==> src/rtl/adc_i2s_deser_channel0.sv <==
// I2S deserializer for ADC channel 0: shifts left/right words keyed on the SCLK frame count and tracks LRCK lock.
// Optional saturating framing-error counter enabled by defining ADC_DESER_ERRCNT_EN.
module adc_i2s_deser_channel0 #(
  parameter int SAMPLE_W = 24,
  parameter int SLOT_W   = 32
) (
  input  logic                adc_sclk_channel0,
  input  logic                adc_rst_channel0,
  input  logic                adc_lrck_channel0,
  input  logic                adc_sdata_channel0,
  input  logic [5:0]          adc_sclk_cnt_channel0,
  input  logic                err_clr,
  output logic [SAMPLE_W-1:0] left_data,
  output logic [SAMPLE_W-1:0] right_data,
  output logic                sample_valid,
  output logic                locked,
  output logic                frame_err,
  output logic [7:0]          err_cnt
);

  localparam logic [5:0] LEFT_LAST   = 6'(SAMPLE_W - 1);
  localparam logic [5:0] RIGHT_FIRST = 6'(SLOT_W);
  localparam logic [5:0] RIGHT_LAST  = 6'(SLOT_W + SAMPLE_W - 1);
  localparam logic [5:0] RISE_POS    = 6'(SLOT_W - 1);
  localparam logic [5:0] FALL_POS    = 6'(2 * SLOT_W - 1);

  typedef enum logic [1:0] {
    ST_UNLOCKED = 2'd0,
    ST_SYNC     = 2'd1,
    ST_LOCKED   = 2'd2
  } state_t;

  state_t              state_r;
  state_t              state_s;
  logic                seen_rise_r;
  logic                seen_rise_s;
  logic                been_locked_r;
  logic                lrck_d_r;
  logic [SAMPLE_W-1:0] left_sr_r;
  logic [SAMPLE_W-1:0] right_sr_r;
  logic                fall_s;
  logic                rise_s;
  logic                lock_err_s;
  logic                sync_err_s;
  logic                err_set_s;
  logic                complete_s;
  logic                in_left_s;
  logic                in_right_s;

  // Edge detection, lock qualification and per-frame framing checks.
  always_comb begin
    fall_s      = lrck_d_r & ~adc_lrck_channel0;
    rise_s      = ~lrck_d_r & adc_lrck_channel0;
    state_s     = state_r;
    seen_rise_s = seen_rise_r;
    lock_err_s  = 1'b0;
    sync_err_s  = 1'b0;
    case (state_r)
      ST_UNLOCKED: begin
        if (fall_s) begin
          state_s     = ST_SYNC;
          seen_rise_s = 1'b0;
        end else begin
          state_s = ST_UNLOCKED;
        end
      end
      ST_SYNC: begin
        if (rise_s) begin
          if (adc_sclk_cnt_channel0 == RISE_POS) begin
            seen_rise_s = 1'b1;
          end else begin
            sync_err_s  = 1'b1;
            seen_rise_s = 1'b0;
          end
        end else if (fall_s) begin
          seen_rise_s = 1'b0;
          if ((adc_sclk_cnt_channel0 == FALL_POS) && seen_rise_r) begin
            state_s = ST_LOCKED;
          end else begin
            sync_err_s = 1'b1;
          end
        end else if (adc_sclk_cnt_channel0 == FALL_POS) begin
          // End of frame reached without the closing fall: restart qualification.
          sync_err_s  = 1'b1;
          seen_rise_s = 1'b0;
        end else begin
          seen_rise_s = seen_rise_r;
        end
      end
      ST_LOCKED: begin
        if (rise_s && (adc_sclk_cnt_channel0 != RISE_POS)) begin
          lock_err_s = 1'b1;
        end else if (fall_s && (adc_sclk_cnt_channel0 != FALL_POS)) begin
          lock_err_s = 1'b1;
        end else if (!fall_s && (adc_sclk_cnt_channel0 == FALL_POS)) begin
          lock_err_s = 1'b1;
        end else begin
          lock_err_s = 1'b0;
        end
        if (lock_err_s) begin
          state_s     = ST_SYNC;
          seen_rise_s = 1'b0;
        end else begin
          state_s = ST_LOCKED;
        end
      end
      default: begin
        state_s     = ST_UNLOCKED;
        seen_rise_s = 1'b0;
      end
    endcase
    err_set_s  = lock_err_s | (sync_err_s & been_locked_r);
    complete_s = (state_r == ST_LOCKED) && (adc_sclk_cnt_channel0 == RIGHT_LAST) && !lock_err_s;
    in_left_s  = (adc_sclk_cnt_channel0 <= LEFT_LAST);
    in_right_s = (adc_sclk_cnt_channel0 >= RIGHT_FIRST) && (adc_sclk_cnt_channel0 <= RIGHT_LAST);
  end

  // State register and registered lock indication.
  always_ff @(posedge adc_sclk_channel0) begin
    if (adc_rst_channel0) begin
      state_r       <= ST_UNLOCKED;
      seen_rise_r   <= 1'b0;
      been_locked_r <= 1'b0;
      locked        <= 1'b0;
    end else begin
      state_r       <= state_s;
      seen_rise_r   <= seen_rise_s;
      been_locked_r <= been_locked_r | (state_r == ST_LOCKED);
      locked        <= (state_s == ST_LOCKED);
    end
  end

  // Shift registers, output words, valid strobe and sticky error flag.
  always_ff @(posedge adc_sclk_channel0) begin
    if (adc_rst_channel0) begin
      lrck_d_r     <= 1'b0;
      left_sr_r    <= {SAMPLE_W{1'b0}};
      right_sr_r   <= {SAMPLE_W{1'b0}};
      left_data    <= {SAMPLE_W{1'b0}};
      right_data   <= {SAMPLE_W{1'b0}};
      sample_valid <= 1'b0;
      frame_err    <= 1'b0;
    end else begin
      lrck_d_r <= adc_lrck_channel0;
      // Any fall discards partially captured words.
      if (fall_s) begin
        left_sr_r  <= {SAMPLE_W{1'b0}};
        right_sr_r <= {SAMPLE_W{1'b0}};
      end else if (in_left_s) begin
        left_sr_r <= {left_sr_r[SAMPLE_W-2:0], adc_sdata_channel0};
      end else if (in_right_s) begin
        right_sr_r <= {right_sr_r[SAMPLE_W-2:0], adc_sdata_channel0};
      end else begin
        left_sr_r <= left_sr_r;
      end
      if (lock_err_s) begin
        left_data  <= {SAMPLE_W{1'b0}};
        right_data <= {SAMPLE_W{1'b0}};
      end else if (complete_s) begin
        left_data  <= left_sr_r;
        right_data <= {right_sr_r[SAMPLE_W-2:0], adc_sdata_channel0};
      end else begin
        left_data <= left_data;
      end
      sample_valid <= complete_s;
      if (err_set_s) begin
        frame_err <= 1'b1;
      end else if (err_clr) begin
        frame_err <= 1'b0;
      end else begin
        frame_err <= frame_err;
      end
    end
  end

`ifdef ADC_DESER_ERRCNT_EN
  logic [7:0] err_cnt_r;

  // Saturating count of errors seen while locked; a clear coinciding with an error leaves 1.
  always_ff @(posedge adc_sclk_channel0) begin
    if (adc_rst_channel0) begin
      err_cnt_r <= 8'd0;
    end else if (lock_err_s && err_clr) begin
      err_cnt_r <= 8'd1;
    end else if (lock_err_s) begin
      if (err_cnt_r != 8'd255) begin
        err_cnt_r <= err_cnt_r + 8'd1;
      end else begin
        err_cnt_r <= err_cnt_r;
      end
    end else if (err_clr) begin
      err_cnt_r <= 8'd0;
    end else begin
      err_cnt_r <= err_cnt_r;
    end
  end

  assign err_cnt = err_cnt_r;
`else
  assign err_cnt = 8'd0;
`endif

endmodule

==> config.mk <==
export PLATFORM = sky130hd
export DESIGN_NAME = adc_i2s_deser_channel0
export DESIGN_NICKNAME = d
export VERILOG_FILES = /design/src/rtl/adc_i2s_deser_channel0.sv
export SDC_FILE = /design/constraint.sdc
export NUM_CORES = 1
export LEC_CHECK = 0
export CAP_MARGIN = 15
export CORE_MARGIN = 3
export CORE_UTILIZATION = 52
export DETAILED_ROUTE_END_ITERATION = 6
export PLACE_DENSITY_LB_ADDON = 0.2
export SLEW_MARGIN = 20
export SYNTH_ARGS = -nofsm -noshare
export SYNTH_HDL_FRONTEND = slang
export SYNTH_SLANG_ARGS = --single-unit
==> constraint.sdc <==
create_clock -name adc_sclk_channel0 -period 2.6 [get_ports adc_sclk_channel0]
set_input_delay 0.78 -clock adc_sclk_channel0 [delete_from_list [all_inputs] [get_ports adc_sclk_channel0]]
set_output_delay 0.78 -clock adc_sclk_channel0 [all_outputs]
set_load 0.05 [all_outputs]
# After elaboration in Yosys (flattened, before gate mapping)
# Index checks and enable logic that the tools add are counted.
[op_classes]
addsub = 0
div = 0
n_reduce_logical = 15
n_eq_ne = 11
n_mul = 0
n_lt_le_gt_ge = 3
muxes = 26
n_bitwise = 8
shift = 0
[ops]
columns = ["cell", "n"]
rows = [
  ["1-bit two-way mux", 20],
  ["6-bit == test, second input constant", 2],
  ["2-bit two-way mux", 4],
  ["1-bit logical AND", 7],
  ["6-bit by 5-bit == test with 1-bit output, second input constant", 1],
  ["6-bit >= comparator, second input constant", 1],
  ["6-bit by 5-bit less-or-equal comparator with 1-bit output, second input constant", 1],
  ["6-bit less-or-equal comparator, second input constant", 1],
  ["6-bit by 5-bit != test with 1-bit output, second input constant", 1],
  ["6-bit != test, second input constant", 1],
  ["2-bit one-hot mux with 3 select lines", 1],
  ["2-bit == test, second input constant", 2],
  ["2-bit != test, second input constant", 2],
  ["4-bit != test, second input constant", 1],
  ["2-bit OR reduction", 2],
  ["1-bit AND", 3],
  ["1-bit NOT", 3],
  ["1-bit one-hot mux with 3 select lines", 1],
  ["3-bit AND reduction", 1],
  ["2-bit by 1-bit == test with 1-bit output, second input constant", 1],
  ["1-bit logical NOT", 2],
  ["2-bit logical NOT", 1],
  ["1-bit OR", 2],
  ["2-bit AND reduction", 1],
  ["2-bit nonzero test", 1],
]
[word_totals]
out_inout_bits = 59
ramBits = 0
in_bits = 11
mem_bits_ro = 0
mem_count = 0
ff_bits = 103
wordCells = 74
latchBits = 0

# Longest topological paths before layout
[depth]
word_depth = 11
mapped_depth = 9
depth_no_buf = 6

# Worst setup path before layout
# OpenSTA, ideal clock, no wires.
[synth_timing]
path_kind = "input -> register"
startpoint = "input adc_lrck_channel0"
endpoint = "register left_data[10]"
t_required_ps = 2526
t_arrival_ps = 2129
path_buffers = 3
slack_ps = 397
cell_stages = 9
path_cell_list = "inv_1 -> ha_1 -> buf_2 -> inv_1 -> o41a_1 -> o21a_1 -> buf_6 -> buf_6 -> nor3_2"
[synth_via]
elab_chain_len = 11
elab_cells_between_ends = 15
cone_classes = "mux (5); bitwise (3); reduce/logical (7)"
[synth_rtl]
columns = ["item", "line_no", "source"]
rows = [
  ["start: declaration", "9", "input logic adc_lrck_channel0,"],
  ["1-bit NOT", "52", "fall_s = lrck_d_r & ~adc_lrck_channel0;"],
  ["1-bit AND", "52", ""],
  ["1-bit logical NOT", "95", "end else if (!fall_s && (adc_sclk_cnt_channel0 == FALL_POS)) begin"],
  ["1-bit logical AND", "95", ""],
  ["1-bit two-way mux", "95", ""],
  ["1-bit two-way mux", "93", "end else if (fall_s && (adc_sclk_cnt_channel0 != FALL_POS)) begin"],
  ["1-bit two-way mux *", "91", "if (rise_s && (adc_sclk_cnt_channel0 != RISE_POS)) begin"],
  ["1-bit two-way mux * (2 in a row)", "58", "case (state_r)"],
  ["1-bit logical NOT", "113", "complete_s = (state_r == ST_LOCKED) && (adc_sclk_cnt_channel0 == RIGHT_LAST) && !lock_err_s;"],
  ["1-bit logical AND", "113", ""],
  ["end signal: assignment", "139", "left_data <= {SAMPLE_W{1'b0}};"],
  ["end signal: assignment", "157", "left_data <= {SAMPLE_W{1'b0}};"],
  ["end signal: assignment", "160", "left_data <= left_sr_r;"],
  ["end: declaration", "13", "output logic [SAMPLE_W-1:0] left_data,"],
]
# Mark *: on every way between the ends. The rest lies on a longest branch, timed or not. The select of a mux whose other input is x is not followed.
# A chain may end at the register's enable or synchronous reset.

# Worst setup path in the final report
[layout_timing]
startpoint = "register right_data[23]"
endpoint = "output right_data[23]"
[layout_lines]
columns = ["item", "line_no", "source"]
rows = [
  ["start: declaration", "14", "output logic [SAMPLE_W-1:0] right_data,"],
  ["start signal: assignment", "140", "right_data <= {SAMPLE_W{1'b0}};"],
  ["start signal: assignment", "158", "right_data <= {SAMPLE_W{1'b0}};"],
  ["start signal: assignment", "161", "right_data <= {right_sr_r[SAMPLE_W-2:0], adc_sdata_channel0};"],
]
# No word-level cell between the ends.

==> results.md <==
Run status:
- The flow ran to the end, and the final reports show no timing, DRC or antenna violations.

Floorplan:
- Measured along the x axis, the die boundary spans 94.54 um.
- For this configuration, the core starts out at a cell density of 54.74%.
- The floorplan core area is 7447 um^2.
- The placement row count is 31.
- The die covers 8938 um^2.
- Pin placement for this block handled 70 I/O pins.
- The die span in y is 94.54 um.

STA:
- Setup violations remaining at the end of the flow were counted as 0.
- The transition time at the pin with the least slew margin is 0.7965 ns.
- The worst clock skew is 0.008779 ns.
- The maximum frequency from static timing analysis is 427.4 MHz.
- The final worst hold slack is 0.4601 ns.
- The final setup slack of the worst path is 0.2601 ns.
- The clock period could shrink to 2.340 ns.
- The final max-slew violation count is 0.
- Setup repair after global routing left no endpoint under its margin.
- The final hold violation count is 0.
- The max-slew headroom at the worst pin is 46.90%.
- The ratio of final minimum period to clock period is 90.00%.

CTS:
- Once the clock tree was built, the resizer swapped 0 gates to a different size.
- After clock tree synthesis, the setup repair step added 0 buffers.
- The total number of clock tree sinks is 103.
- The number of hold buffers added after CTS was 0.
- The root buffer selected by CTS is clkbuf_8.
- The H-tree generated during clock tree synthesis spans 3 levels.
- Clock-pin slew was measured on the worst setup and hold paths at 0.09 ns.
- TritonCTS built the clock tree.
- The CTS buffer count is 9.
- The clock passes through at most 2 buffers.
- The later-pin clock latency in the skew report is 0.36 ns.

GRT:
- The via count of the first global-routing pass is 3034.
- The remaining global-route overflow is 0.
- The initial antenna violation count is 0.
- The first global-routing pass estimated 14160 um of wire.
- Entering global routing, the biggest net connects 34 pins.
- The aggregate global-route resource usage is 19.84%.

Worst hold path:
- In this run the most critical hold path is launched from right_sr_r[22].
- The tightest min-delay check is of the flip-flop to flip-flop type.

Power:
- The clock share of power is 37.6%.
- In this run the static leakage power is 2.058 nW.
- In this run switching power makes up 24.22% of total power.
- Per report_power, the sequential group accounts for 56.9% of the total.
- Of the total power, combinational logic draws 5.5%.
- The maximum ir drop on the vdd rail is 0.0003187 V.
- The power density normalized to cell area is 556.6 nW/um^2.
- The net switching power is 0.0006749 W.
- The internal power component is 0.002111 W.

Yosys:
- The fraction of post-synthesis cell area in the top cell type by area is 50.58%.
- The count of flip-flops with a built-in enable after synthesis is 0.
- In this run the cell area of the synthesized design comes to 4076 um^2.
- The most frequently used flop master after synthesis is dfxtp_1.
- The gate count of the mapped netlist is 438.
- The number of distinct library cell variants in the gate-level netlist after synthesis is 40.
- The cell accounting for the most synthesized area is dfxtp_1.
- After synthesis the netlist holds a flip-flop and latch count of 103.
- The post-synthesis area per instance is 9.307 um^2.
- After synthesis, the share of flip-flops with an asynchronous set or reset is 0%.
- The yosys synthesis warning count is 0.
- Yosys attributes the largest share of cell area to dfxtp_1 51%, mux2i_1 12%, nand2_1 9.0%.
- For this run, the register share of the synthesized area comes to 50.58%.

Critical path:
- The number of buffer and inverter instances along the worst setup path is 1.
- The cell class contributing the biggest share of worst-path delay is buffers and inverters.
- The highest net fanout along the worst path is 2.
- The path type of the worst setup path is flip-flop to output pin.
- The slowest stage cell on the critical path is clkdlybuf4s50_1.
- The critical path startpoint category is a flip-flop.
- The data arrival time of the critical path is 1.56 ns.
- The kind of end point of the critical path is an output pin.
- The critical path goes through clkdlybuf4s50_1.
- The worst reg2reg path startpoint is lrck_d_r.
- The longest individual stage delay on the worst path is 0.82 ns.
- The launching element of the worst setup path is right_data[23].
- The required arrival time at the worst endpoint is 1.82 ns.

Route:
- The routed layout has 3182 vias.
- The total detailed-routing wirelength is 8420 um.
- After detailed routing, the average wire length per cell comes to 14.13 um.
- The pre-antenna-repair detailed-routing pass consisted of 6 iterations.
- The number of remaining DRC errors is 0.
- The average vias per placed instance is 5.339.
- The antenna violation net count after detailed routing is 0.
- The violation count after the first detailed-routing iteration is 121.

Final layout:
- In the final layout, the share of cells above drive strength 1 is 12.27%.
- The filler cells instantiated in the layout total 638.
- The repair_antennas step left the layout with diodes totalling 0.
- Summing all multi-input logic gate instances after layout gives 1788 um^2.
- The signed area change from the synthesized netlist to the final layout is 22.81%.
- The post-layout net count is 505.
- In the final layout, flip-flops and latches occupy 2062 um^2.
- Excluding fillers, the count of instances in the completed layout stands at 596.

Placement:
- The total placed cells including tap cells is 580.
- The HPWL after detailed placement is 5629 um.
- Routability-driven placement finished with a final weighted congestion of 0.8218.
- The placement-stage worst setup slack is -0.1228 ns.
- The count of input and output buffers is 61.

Flow run:
- Max-cap violations in this run came to 0.
[metal layers]
layer / part of all wire [%] / global-route usage (%) / vias to the layer above
met5: 0 / 0 / -
met3: 4.0 / 3.187 / 10
met2: 50 / 33.39 / 72
met1: 44 / 25.44 / 1517
li1: - / - / 1583
met4: 1.5 / 7.933 / 0
[cells in the final DEF (no fill, tap or decap), drive strengths merged, types with 2 or more instances in the layout]
cell,synthesis,layout
dfxtp,103,103
nand2,98,98
clkdlybuf4s50,0,60
a21oi,51,51
nor3,51,51
mux2i,48,48
buf,29,19
clkbuf,14,10
conb,1,8
inv,4,6
nor2,4,4
o21ai,3,3
clkinv,0,3
nand4,3,3
nor2b,2,2
nand2b,2,2
o211ai,2,2
nor4,2,2
and2,2,2
ha,2,2
[area by class of cell]
class                      instances  share of cell area [%]
inverter                           4                  0.2999
sequential                       103                   41.19
tap                               99                   2.474
clock inverter                     6                   1.525
multi-input combinational        295                   35.72
clock buffer                      10                   2.749
timing repair buffer              79                   16.05
[stage by stage]
| stage | area [um^2] | power [W] | setup TNS [ns] | utilization [%] |
|---|---|---|---|---|
| 5_1_grt | 5006 | 0.002889 | 0 | 67.22 |
| 4_1_cts | 5006 | 0.002814 | 0 | 67.22 |
| 3_5_place_dp | 4792 | 0.001777 | -3.149 | 64.35 |
| 2_1_floorplan | 4103 | 0.001733 | 0 | - |
| 3_3_place_gp | 4792 | 0.001773 | -0.06862 | 64.35 |
| 6_report | 5006 | 0.002786 | 0 | 67.22 |
[cells in the mapped netlist (2+ instances only)]
cell        n
buf_1       3
o211ai_1    2
mux2i_1    48
nand2b_1    2
dfxtp_1   103
buf_6       3
nor3_2     20
nor2_1      4
clkbuf_1   14
nand2_1    98
nand4_1     2
buf_4      12
a21oi_1    51
inv_1       4
and2_1      2
nor3_1     31
nor4_1      2
o21ai_0     3
ha_1        2
nor2b_1     2
buf_2      11
[logic make-up after synthesis]
family | count (synthesis) | synth area share (%)
compound gates | 65 | 8.901
fa+ha+maj | 2 | 0.6138
buf+inv | 47 | 6.323
flops | 103 | 50.58
mux | 49 | 12.06
other cells | 1 | 0.09199
simple gates | 171 | 21.42
[worst paths after layout]
| check | to | slack [ns] | cells past startpoint |
|---|---|---|---|
| worst max-delay path | right_data[23] | 0.26 | 1 |
| worst min-delay path | right_sr_r[22] | 0.46 | 2 |
| worst max register to register | left_data[6] | 0.85 | 7 |
| worst min register to register | right_sr_r[22] | 0.46 | 2 |
[flip-flops by register name, indices dropped and copies added, names as in the netlist, 2 cells and up]
| register | cells |
|---|---|
| right_data | 24 |
| left_sr_r | 24 |
| state_r | 2 |
| right_sr_r | 23 |
| left_data | 24 |
[power by group through the flow]
stage                     sequential [W]  combinational (W)  clock [W]
after floorplan                  0.00162           0.000113          0
after global placement           0.00162           0.000153          0
after detailed placement         0.00162           0.000156          0
after CTS                        0.00158           0.000155    0.00107
after global routing             0.00159           0.000168    0.00114
final                            0.00158           0.000155    0.00105
Power figures use the tool's default switching activity.
